`src/rtl/piso_serial_tx_pkg.sv`:
```
// piso_serial_tx_pkg
//   Shared types and constants for the parallel-in, serial-out transmitter.
//   - tx_state_t    : two-state frame FSM encoding
//   - DEFAULT_WIDTH : default word width in bits
//   - cnt_width()   : bit-counter width for a given word width
package piso_serial_tx_pkg;

    typedef enum logic {
        IDLE  = 1'b0,
        SHIFT = 1'b1
    } tx_state_t;

    localparam int DEFAULT_WIDTH = 8;

    // Counter runs WIDTH-1 down to 0, so $clog2(WIDTH) bits are enough.
    // Guarded so a degenerate width still yields a legal 1-bit counter.
    function automatic int cnt_width(input int w);
        return (w < 2) ? 1 : $clog2(w);
    endfunction

endpackage

```
`src/rtl/piso_serial_tx.sv`:
```
// piso_serial_tx
//   Parallel-in, serial-out transmitter. Accepts a WIDTH-bit word on a
//   READY/LOAD handshake and shifts it out one bit per clock edge on which
//   SHIFT_EN is high. All outputs are registered.
//
// Ports:
//   CLK        in   rising-edge clock
//   CLR        in   synchronous active-high reset, highest priority
//   DIN        in   parallel word, sampled only on an accepting edge
//   LOAD       in   word-valid request from upstream
//   READY      out  idle and able to accept a word
//   SHIFT_EN   in   bit-rate strobe; frame advances only on these edges
//   SOUT       out  serial data
//   SOUT_VALID out  SOUT carries a frame bit
//   FIRST      out  SOUT carries the first bit of the frame
//   DONE       out  one-cycle pulse when the last bit retires
module piso_serial_tx
    import piso_serial_tx_pkg::*;
#(
    parameter int WIDTH     = DEFAULT_WIDTH,
    parameter bit MSB_FIRST = 1'b1
) (
    input  logic             CLK,
    input  logic             CLR,
    input  logic [WIDTH-1:0] DIN,
    input  logic             LOAD,
    output logic             READY,
    input  logic             SHIFT_EN,
    output logic             SOUT,
    output logic             SOUT_VALID,
    output logic             FIRST,
    output logic             DONE
);

    localparam int             CW      = cnt_width(WIDTH);
    localparam logic [CW-1:0]  CNT_MAX = CW'(WIDTH - 1);

    tx_state_t        r_state;
    logic [WIDTH-1:0] r_shreg;
    logic [CW-1:0]    r_cnt;
    logic             r_ready;
    logic             r_sout;
    logic             r_valid;
    logic             r_first;
    logic             r_done;

    logic [WIDTH-1:0] w_shreg_nxt;
    logic             w_next_bit;
    logic             w_first_bit;

    // The bit currently on SOUT is always the head of r_shreg, so the next
    // bit to present is the one adjacent to the head.
    always_comb begin
        w_shreg_nxt = r_shreg;
        w_next_bit  = 1'b0;
        w_first_bit = 1'b0;
        if (MSB_FIRST) begin
            w_shreg_nxt = {r_shreg[WIDTH-2:0], 1'b0};
            w_next_bit  = r_shreg[WIDTH-2];
            w_first_bit = DIN[WIDTH-1];
        end else begin
            w_shreg_nxt = {1'b0, r_shreg[WIDTH-1:1]};
            w_next_bit  = r_shreg[1];
            w_first_bit = DIN[0];
        end
    end

    always_ff @(posedge CLK) begin
        if (CLR) begin
            r_state <= IDLE;
            r_shreg <= '0;
            r_cnt   <= '0;
            r_ready <= 1'b1;
            r_sout  <= 1'b0;
            r_valid <= 1'b0;
            r_first <= 1'b0;
            r_done  <= 1'b0;
        end else begin
            case (r_state)
                IDLE: begin
                    r_done <= 1'b0;
                    if (LOAD) begin
                        r_shreg <= DIN;
                        r_sout  <= w_first_bit;
                        r_valid <= 1'b1;
                        r_first <= 1'b1;
                        r_ready <= 1'b0;
                        r_cnt   <= CNT_MAX;
                        r_state <= SHIFT;
                    end
                end
                SHIFT: begin
                    // Without SHIFT_EN everything holds, keeping the bit
                    // stable for the receiver's sampling window.
                    if (SHIFT_EN) begin
                        r_first <= 1'b0;
                        if (r_cnt != '0) begin
                            r_shreg <= w_shreg_nxt;
                            r_sout  <= w_next_bit;
                            r_cnt   <= r_cnt - 1'b1;
                        end else begin
                            // Last bit retires; leaving here at zero means
                            // the counter never underflows.
                            r_shreg <= '0;
                            r_sout  <= 1'b0;
                            r_valid <= 1'b0;
                            r_done  <= 1'b1;
                            r_ready <= 1'b1;
                            r_state <= IDLE;
                        end
                    end
                end
                default: r_state <= IDLE;
            endcase
        end
    end

    assign READY      = r_ready;
    assign SOUT       = r_sout;
    assign SOUT_VALID = r_valid;
    assign FIRST      = r_first;
    assign DONE       = r_done;

endmodule

```
`config.mk`:
```
export PLATFORM = sky130hd
export DESIGN_NAME = piso_serial_tx
export DESIGN_NICKNAME = d
export VERILOG_FILES = /design/src/rtl/piso_serial_tx_pkg.sv /design/src/rtl/piso_serial_tx.sv
export SDC_FILE = /design/constraint.sdc
export NUM_CORES = 1
export LEC_CHECK = 0
export BUFFER_PORTS_ARGS = -buffer_cell sky130_fd_sc_hd__buf_2
export CORE_UTILIZATION = 38
export DETAILED_ROUTE_END_ITERATION = 7
export SETUP_SLACK_MARGIN = 0.5
export SYNTH_ARGS = -nofsm -noshare
export SYNTH_HDL_FRONTEND = slang
export SYNTH_SLANG_ARGS = --single-unit
```
`constraint.sdc`:
```
create_clock -name CLK -period 2.05 [get_ports CLK]
set_clock_uncertainty 0.2 [all_clocks]
set_input_delay 0.3075 -clock CLK [delete_from_list [all_inputs] [get_ports CLK]]
set_output_delay 0.3075 -clock CLK [all_outputs]
set_load 0.02 [all_outputs]
```
==> results by group, run 1 <==
Status
  – Status: finished, final reports clean

Yosys
  – Yosys Warn Count: 0
  – Synthesized flop and latch total: 16
  – Yosys cell types: 27
  – Gate Count Post-Synth: 85
  – Most common cell in the netlist: dfxtp_1
  – Synth cell count leaders: 16 x dfxtp_1, 8 x mux2i_1, 8 x o21a_1
  – Post-Syn Area per Cell: 9.49 um2
  – Post-synth ARST share: 0%
  – Biggest area consumer among synthesized cells: dfxtp_1
  – Area share of the largest cell type after synthesis: 39.7%
  – Top_reg_cell synth: dfxtp_1
  – Syn Nets: 99
  – Register area share after synthesis: 39.7%
  – EDFF count, synth: 0
  – Mapped Area: 807 um2
  – Synth top area cells: dfxtp_1 40%, mux2i_1 9.9%, o2bb2ai_1 7.6%, o21a_1 7.4%, nand3b_1 6.5%

Pwr
  – Comb power frac: 20.2%
  – Psw: 0.198 mW
  – Leakage: 0.389 nW
  – Max IR drop VDD: 404 uV
  – Sequential share of power: 50.0%
  – Switching Share: 27.8%
  – Clk pwr share: 29.7%
  – Power Dens Cells: 733 mW/mm2
  – Internal: 0.512 mW

Global route
  – Largest net degree at the start of global routing: 17
  – Vias in the first global route: 621
  – Initial antenna violation count: 0
  – GRT Util Overall: 16.9%
  – GRT overflow: 0
  – First-pass GRT wire length: 2600 um

Setup path
  – Worst EP required: 2080 ps
  – Element type at the critical path start: flip-flop
  – CP arrival: 1500 ps
  – Crit Path Category: flip-flop to flip-flop
  – FF-to-FF End: r_cnt[1]
  – Cells on worst reg2reg path: 5
  – R2R setup slack: 580 ps
  – CP Capture Type: flip-flop
  – Reg-to-reg startpoint: r_cnt[1]
  – CP Max Fanout: 5

Routing
  – Ratio of routed vias to standard cells: 5.18
  – Via Count: 668
  – DR iter-0 viols: 2
  – Drt total wl: 1620 um
  – DR DRC count: 0
  – Post-DRT Antenna Nets: 0
  – Wire per inst: 12.5 um
  – DRT Pass-1 Iters: 2

Timing
  – Final-report hold violation count: 0
  – Slew Limit Headroom: 77.7%
  – Final TNS setup: 0 ps
  – Max Slew Vio Count: 0
  – Period utilization: 71.6%
  – F_max: 682 MHz
  – Min cycle time layout: 1470 ps
  – Worst-margin pin slew: 334 ps
  – Setup violators final: 0
  – RSZ-0062 raised after global routing: false

Floorplan
  – Ports: 17
  – Die area: 0.00231 mm2
  – Total core area: 0.00198 mm2
  – Die width: 48.1 um
  – Row cnt: 16
  – Die Ht: 48.1 um
  – Starting Density: 40.7%

Layout
  – NumNets Final: 117
  – Finished Layout Cells: 129
  – Multi-input logic area: 470 um2
  – Final core occ: 48.9%
  – Fillers: 206
  – Area Overhead vs Synth: 20.0%
  – Register area: 322 um2
  – Layout cells sized above 1: 27.5%
  – Antenna diodes: 0

Run
  – Max_cap viols: 0

CTS
  – CTS Sinks: 16
  – Root buffer cell: clkbuf_4
  – CTS Buf Count: 3
  – Clk buf depth: 2
  – Later-pin clock latency in the skew report: 290 ps
  – Clock transition at path regs: 100 ps
  – CTS tree: yes
  – Number of setup buffers added after CTS: 0
  – CTS H-tree lvls: 1

Min path
  – Min-delay src: CLR
  – Worst hold endpoint: r_shreg[0]
  – Worst hold-check path type: primary input to flip-flop
  – Cells on Worst Hold Path: 2

Place
  – Post-DP HPWL: 1110 um
  – Placed Cells: 125
  – Final GP Congestion: 0.671
  – # port buffers: 16
-- logic make-up (layout without fill, tap and decap cells) --
group | Yosys count | count (layout) | share of synthesized area, %
compound gates | 26 | 26 | 23.6
flops | 16 | 16 | 39.7
mux | 8 | 8 | 9.92
simple gates | 25 | 25 | 19.1
buf+inv | 8 | 25 | 4.65
fa+ha+maj | 2 | 2 | 3.10
-- cell type report --
type                            count  area share (%)
Clock buffer                        4            3.75
Inverter                            3            1.16
Sequential cell                    16            33.2
Timing Repair Buffer               18            9.82
Multi-Input combinational cell     61            48.6
Tap cell                           27            3.49
-- sequential cells by signal (all words and copies together) (netlist names) --
name        flops
DONE            1
FIRST           1
READY           1
SOUT            1
SOUT_VALID      1
r_cnt           3
r_shreg         7
r_state         1
-- placed cells by master, fill, tap and decap left out, drive strengths merged, types with 2 or more instances in the layout --
cell type,instances
buf,18
dfxtp,16
mux2i,8
o21a,8
nand3b,7
o2bb2ai,7
a21oi,5
nand2,4
nor2,4
clkbuf,4
inv,3
nor2b,3
nor3,2
ha,2
-- through the flow --
step                      setup slack [ps]  total power, mW  hold WS, ps  instance area [um2]
final                                  583            0.710          187                  968
after global routing                   528            0.749          194                  968
after CTS                              501            0.715          185                  961
after detailed placement               415            0.496          247                  910
after global placement                 452            0.491          244                  910
after floorplan                        590            0.455          180                  807
-- power groups by stage --
stage / sequential, mW / combinational [mW] / clock [mW]
5_1_grt: 0.359 / 0.162 / 0.228
3_5_place_dp: 0.360 / 0.136 / 0
4_1_cts: 0.353 / 0.142 / 0.220
2_1_floorplan: 0.366 / 0.0884 / 0
6_report: 0.355 / 0.144 / 0.211
3_3_place_gp: 0.359 / 0.132 / 0
-- worst max path at each step --
stage              from         end  cells past startpoint
6_report       r_cnt[1]    r_cnt[1]                      5
5_1_grt        r_cnt[0]    r_cnt[2]                      5
4_1_cts        r_cnt[0]    r_cnt[1]                      5
3_5_place_dp   r_cnt[0]  r_shreg[1]                      5
3_3_place_gp   r_cnt[0]  r_shreg[2]                      5
2_1_floorplan  r_cnt[0]  r_shreg[1]                      5
-- routing by layer --
metal | up-vias | wire length [um] | track usage, % | share of wire (%)
met1 | 309 | 733 | 20.0 | 45
li1 | 342 | - | - | -
met5 | - | 0 | 0 | 0
met3 | 4 | 48 | 2.26 | 3.0
met4 | 0 | 44 | 11.7 | 2.7
met2 | 13 | 789 | 28.1 | 49
-- what timing repair did --
item / in CTS / in global routing
endpoints found under the setup margin: 9 / 10
pin swaps: 1 / 0
hold buffers: 0 / 0
gates resized for setup: 4 / 3
-- worst max-delay path, stage by stage (launching register included) --
cell	delay, ps
dfxtp_1	340
inv_1	60
ha_2	180
nor2b_4	140
or3_1	360
a21oi_1	120
(Power assumes the default switching activity.)
==> inputs of run 2 (changes only) <==
- clock period: 2.05 -> 1.3 ns (I/O delays scaled with it)
==> results by group, run 2 (synthesis gave the netlist of run 1 again) <==
Timing
  – Min cycle time layout: 1430 ps (-34.9 ps)
  – F_max: 698 MHz (+2.4%)
  – Final hold slack: -25.8 ps (-213 ps)
  – Period utilization: 110% (+39 points)
  – Max Slew Vio Count: 0 (unchanged)
  – Worst-margin pin slew: 239 ps (-94.9 ps)
  – Slew Limit Headroom: 84.0% (+6.3 points)
  – RSZ-0062 raised after global routing: true
  – Final-report hold violation count: 4 (+4)
  – Setup ws final: -132 ps (-715 ps)
  – Final TNS setup: -662 ps (-662 ps)
  – Setup violators final: 10 (+10)

Floorplan
  – Die width: 48.1 um (unchanged)
  – Die Ht: 48.1 um (unchanged)
  – Die area: 0.00231 mm2 (unchanged)
  – Ports: 17 (unchanged)
  – Total core area: 0.00198 mm2 (unchanged)
  – Row cnt: 16 (unchanged)
  – Starting Density: 40.7% (unchanged)

Pwr
  – Psw: 0.335 mW (+70%)
  – Power Dens Cells: 1010 mW/mm2 (+38%)
  – Leakage: 0.492 nW (+26%)
  – Comb power frac: 25.5% (+5.3 points)
  – Switching Share: 27.8% (about the same)
  – Sequential share of power: 47.6% (-2.4 points)
  – Max IR drop VDD: 798 uV (+98%)
  – Clk pwr share: 26.8% (-2.9 points)
  – Internal: 0.870 mW (+70%)

Layout
  – Most frequent cells in the layout: 11 x buf_2, 11 x buf_4
  – Biggest regs: r_shreg: 7 flops, r_cnt: 3 flops
  – Most flop-heavy register: r_shreg
  – Area Overhead vs Synth: 47.8%
  – Antenna diodes: 0 (unchanged)
  – Final core occ: 60.2% (+11 points)
  – NumNets Final: 128 (+9.4%)
  – Final instance area: 0.00119 mm2 (+23%)
  – Layout cells sized above 1: 51.3% (+24 points)
  – Largest register FFs: 7 (unchanged)

Setup path
  – CP arrival: 1460 ps (-40 ps)
  – CP Max Fanout: 3 (-2)
  – R2R setup slack: -130 ps (-720 ps)
  – Element type at the critical path start: flip-flop
  – Worst EP required: 1320 ps (-760 ps)
  – Crit Path Category: flip-flop to flip-flop
  – CP Capture Type: flip-flop

Routing
  – DRT Pass-1 Iters: 4 (+2)
  – DR iter-0 viols: 2 (unchanged)
  – Wire per inst: 12.4 um (-1.3%)
  – DR DRC count: 0 (unchanged)
  – Post-DRT Antenna Nets: 0 (unchanged)
  – Via Count: 736 (+10%)
  – Ratio of routed vias to standard cells: 5.26 (+1.5%)
  – Drt total wl: 1730 um (+7.1%)

Global route
  – Global routing's busiest layer: met2
  – Met3 usage: 5.66% (+3.4 points)
  – First-pass GRT wire length: 2940 um (+13%)
  – M2 GR Usage: 33.5% (+5.4 points)
  – GRT Util Overall: 18.6% (+1.7 points)
  – GRT overflow: 0 (unchanged)
  – Largest net degree at the start of global routing: 12 (-5)
  – Met1 Use GR: 21.0% (+0.99 points)
  – Initial antenna violation count: 0 (unchanged)
  – Vias in the first global route: 683 (+10%)

CTS
  – Clock transition at path regs: 90 ps (about the same)
  – CTS Buf Count: 3 (unchanged)
  – CTS Sinks: 16 (unchanged)
  – Clk buf depth: 2 (unchanged)
  – Later-pin clock latency in the skew report: 280 ps (about the same)
  – CTS tree: yes
  – Root buffer cell: clkbuf_4
  – CTS H-tree lvls: 1 (unchanged)

Place
  – Final GP Congestion: 0.706 (+5.2%)
  – # port buffers: 16 (unchanged)
  – Post-DP HPWL: 1170 um (+5.3%)
  – Cell Area, Placed: 0.00104 mm2 (+14%)

Status
  – Failing checks: hold timing, setup timing
  – Status: finished, violations left

Min path
  – Worst hold-check path type: primary input to flip-flop

Run
  – Max_cap viols: 0 (unchanged)
## run 2: path summary, 6_finish.rpt
path	cells past startpoint	startpoint	endpoint
hold / removal	2	CLR	r_cnt[0]
setup / recovery	4	r_cnt[0]	r_cnt[2]
hold reg to reg	2	DONE	DONE
setup reg to reg	4	r_cnt[0]	r_cnt[2]
## run 2: repair_timing
action / CTS / global route
endpoints found under the setup margin: 21 / 21
hold endpoints to repair: 3 / 3
pin swaps: 5 / 3
setup buffers: 2 / 0
resized for setup: 20 / 5
## run 2: power groups by stage
stage / sequential [mW] / combinational (mW) / clock (mW)
2_1_floorplan: 0.588 / 0.168 / 0
3_3_place_gp: 0.578 / 0.255 / 0
3_5_place_dp: 0.579 / 0.259 / 0
4_1_cts: 0.572 / 0.300 / 0.336
5_1_grt: 0.581 / 0.340 / 0.356
6_report: 0.574 / 0.308 / 0.323
## run 2: metal layers
metal / routed length [um] / vias up
li1: - / 370
met4: 14 / 0
met5: 0 / -
met3: 63 / 2
met2: 871 / 15
met1: 782 / 349
## run 2: final cells by class
type,count,area (um2)
inverters,3,16.3
well taps,27,33.8
repair buffers,29,225
multi-input cells,61,551
fillers,181,790
clock buffers,4,36.3
flip-flops and latches,16,330
## run 2: metrics by stage
step	total power, mW	setup WS, ps	cells
floorplan	0.756	-107	85
global placement	0.833	-121	134
detailed placement	0.839	-144	134
CTS	1.21	-153	140
global route	1.28	-189	140
finish	1.21	-132	140
## run 2: worst max-delay path, cell delays in order, from the launching register on
cell and delay [ps]:
dfxtp_2 360, inv_4 50, ha_4 150, or4b_1 490, a21oi_1 130
==> inputs of run 3 (changes only) <==
--- a/config.mk
+++ b/config.mk
@@ -9,4 +9,5 @@
 export CORE_UTILIZATION = 38
 export DETAILED_ROUTE_END_ITERATION = 7
+export RECOVER_POWER = 25
 export SETUP_SLACK_MARGIN = 0.5
 export SYNTH_ARGS = -nofsm -noshare
==> constraint.sdc (replaced) <==
create_clock -name CLK -period 1.3 [get_ports CLK]
set_clock_uncertainty 0.2 [all_clocks]
set_input_delay 0.195 -clock CLK [delete_from_list [all_inputs] [get_ports CLK]]
set_output_delay 0.195 -clock CLK [all_outputs]
set_load 0.005 [all_outputs]
==> results by group, run 3 (synthesis gave the netlist of run 1 again) <==
Status
  – Status: finished, violations left
  – Failing checks: setup timing

Timing
  – F_max: 680 MHz (-2.7%)
  – Setup violators final: 10 (unchanged)
  – Period utilization: 113% (+3.0 points)
  – Final-report hold violation count: 0 (-4)
  – Setup ws final: -171 ps (-39.2 ps)
  – Max Slew Vio Count: 0 (unchanged)
  – RSZ-0062 raised after global routing: true
  – Worst-margin pin slew: 290 ps (+50.7 ps)
  – Slew Limit Headroom: 80.6% (-3.4 points)
  – Min cycle time layout: 1470 ps (+39.2 ps)

Place
  – # port buffers: 16 (unchanged)
  – Post-DP HPWL: 1260 um (+7.4%)
  – Cell Area, Placed: 0.00106 mm2 (+1.6%)
  – Pre-CTS WS: -159 ps (-15.2 ps)
  – Placed Cells: 137 (+2.2%)
  – Final GP Congestion: 0.720 (+2.0%)

Floorplan
  – Starting Density: 40.7% (unchanged)
  – Row cnt: 16 (unchanged)
  – Total core area: 0.00198 mm2 (unchanged)
  – Ports: 17 (unchanged)
  – Die Ht: 48.1 um (unchanged)
  – Die width: 48.1 um (unchanged)
  – Die area: 0.00231 mm2 (unchanged)

CTS
  – Hold-fix buffers at CTS: 0
  – CTS tree: yes
  – Later-pin clock latency in the skew report: 290 ps (about the same)
  – CTS H-tree lvls: 1 (unchanged)
  – Clk buf depth: 2 (unchanged)
  – Root buffer cell: clkbuf_4
  – CTS Buf Count: 3 (unchanged)
  – CTS Sinks: 16 (unchanged)
  – Clock transition at path regs: 100 ps (about the same)

Routing
  – DR iter-0 viols: 6 (+4)
  – Ratio of routed vias to standard cells: 5.24 (-0.40%)
  – DR DRC count: 0 (unchanged)
  – Drt total wl: 1930 um (+12%)
  – Wire per inst: 13.4 um (+8.5%)
  – DRT Pass-1 Iters: 3 (-1)
  – Via Count: 754 (+2.4%)
  – Post-DRT Antenna Nets: 0 (unchanged)

Layout
  – Biggest regs: r_shreg: 7 flops, r_cnt: 3 flops
  – Most frequent cells in the layout: 13 x buf_2, 12 x buf_4
  – Area Overhead vs Synth: 53.0%
  – Finished Layout Cells: 144 (+2.9%)
  – Layout cells sized above 1: 53.8% (+2.5 points)
  – NumNets Final: 132 (+3.1%)
  – Most common cell after layout, fill and taps aside: buf_2
  – Most flop-heavy register: r_shreg
  – Largest register FFs: 7 (unchanged)
  – Final instance area: 0.00123 mm2 (+3.6%)
  – Antenna diodes: 0 (unchanged)

Setup path
  – Worst EP required: 1320 ps (about the same)
  – CP Capture Type: flip-flop
  – Slowest cell on crit path: or3_1
  – CP Cell Sequence: inv_4, ha_4, nor2b_4, or3_1, a21oi_2
  – CP arrival: 1500 ps (+40 ps)
  – CP Max Fanout: 4 (+1)
  – CP delay by family, top: simple AND/OR/NAND/NOR gates
  – Max stage delay on crit path: 370 ps (-120 ps)
  – Element type at the critical path start: flip-flop
  – Crit Path Category: flip-flop to flip-flop
  – Crit path buf inv count: 1 (unchanged)

Min path
  – Worst hold-check path type: primary input to flip-flop

Pwr
  – Leakage: 0.524 nW (+6.5%)
  – Max IR drop VDD: 624 uV (-22%)
  – Power Dens Cells: 993 mW/mm2 (-1.8%)

Global route
  – Largest net degree at the start of global routing: 20 (+8)
  – Initial antenna violation count: 0 (unchanged)
  – GRT Util Overall: 19.0% (+0.44 points)
  – Vias in the first global route: 658 (-3.7%)
  – First-pass GRT wire length: 2930 um (-0.24%)
  – GRT overflow: 0 (unchanged)

Run
  – Max_cap viols: 0 (unchanged)
[run 3: routing by layer]
metal	vias to the layer above	share of wire, %	global-route usage [%]
li1	375	-	-
met4	0	3.0	7.78
met1	353	46	23.7
met2	20	47	28.9
met3	6	4.2	7.92
met5	-	0	0
[run 3: cell type report]
| cell class | instances | area (um2) |
|---|---|---|
| Fill cell | 166 | 747 |
| Sequential cell | 16 | 330 |
| Multi-Input combinational cell | 61 | 557 |
| Timing Repair Buffer | 33 | 264 |
| Clock buffer | 4 | 36.3 |
| Tap cell | 27 | 33.8 |
| Inverter | 3 | 13.8 |
[run 3: final timing paths]
path                               start       end  slack, ps  cells after the start
worst min register to register      DONE      DONE        270                      2
worst max-delay path            r_cnt[0]  r_cnt[1]       -170                      5
worst max register to register  r_cnt[0]  r_cnt[1]       -170                      5
worst min-delay path            SHIFT_EN  r_cnt[2]         80                      4
[run 3: stage by stage]
stage / TNS (ps) / util, % / total power, mW / hold slack (ps)
5_1_grt: -1910 / 62.3 / 1.30 / 86.7
4_1_cts: -1350 / 59.9 / 1.21 / 68.0
3_5_place_dp: -1190 / 53.3 / 0.834 / 244
6_report: -1280 / 62.3 / 1.23 / 81.5
3_3_place_gp: -940 / 53.3 / 0.825 / 239
2_1_floorplan: -378 / - / 0.740 / 60.3
[run 3: worst min-delay path, stage by stage]
cell,delay [ps]
buf_2,130
nand2_2,60
or4b_1,100
a21oi_1,50
[run 3: power breakdown]
group	total, mW	internal [mW]	switching, mW
registers	0.574	0.534	0.0397
clock network	0.335	0.171	0.164
logic	0.318	0.178	0.140
total	1.23	0.883	0.343
[run 3: timing repair]
item | CTS | global route
pin swaps | 4 | 0
buffers inserted | 2 | 0
gates cloned | 0 | 1
endpoints found under the setup margin | 21 | 21
gates resized for setup | 20 | 8
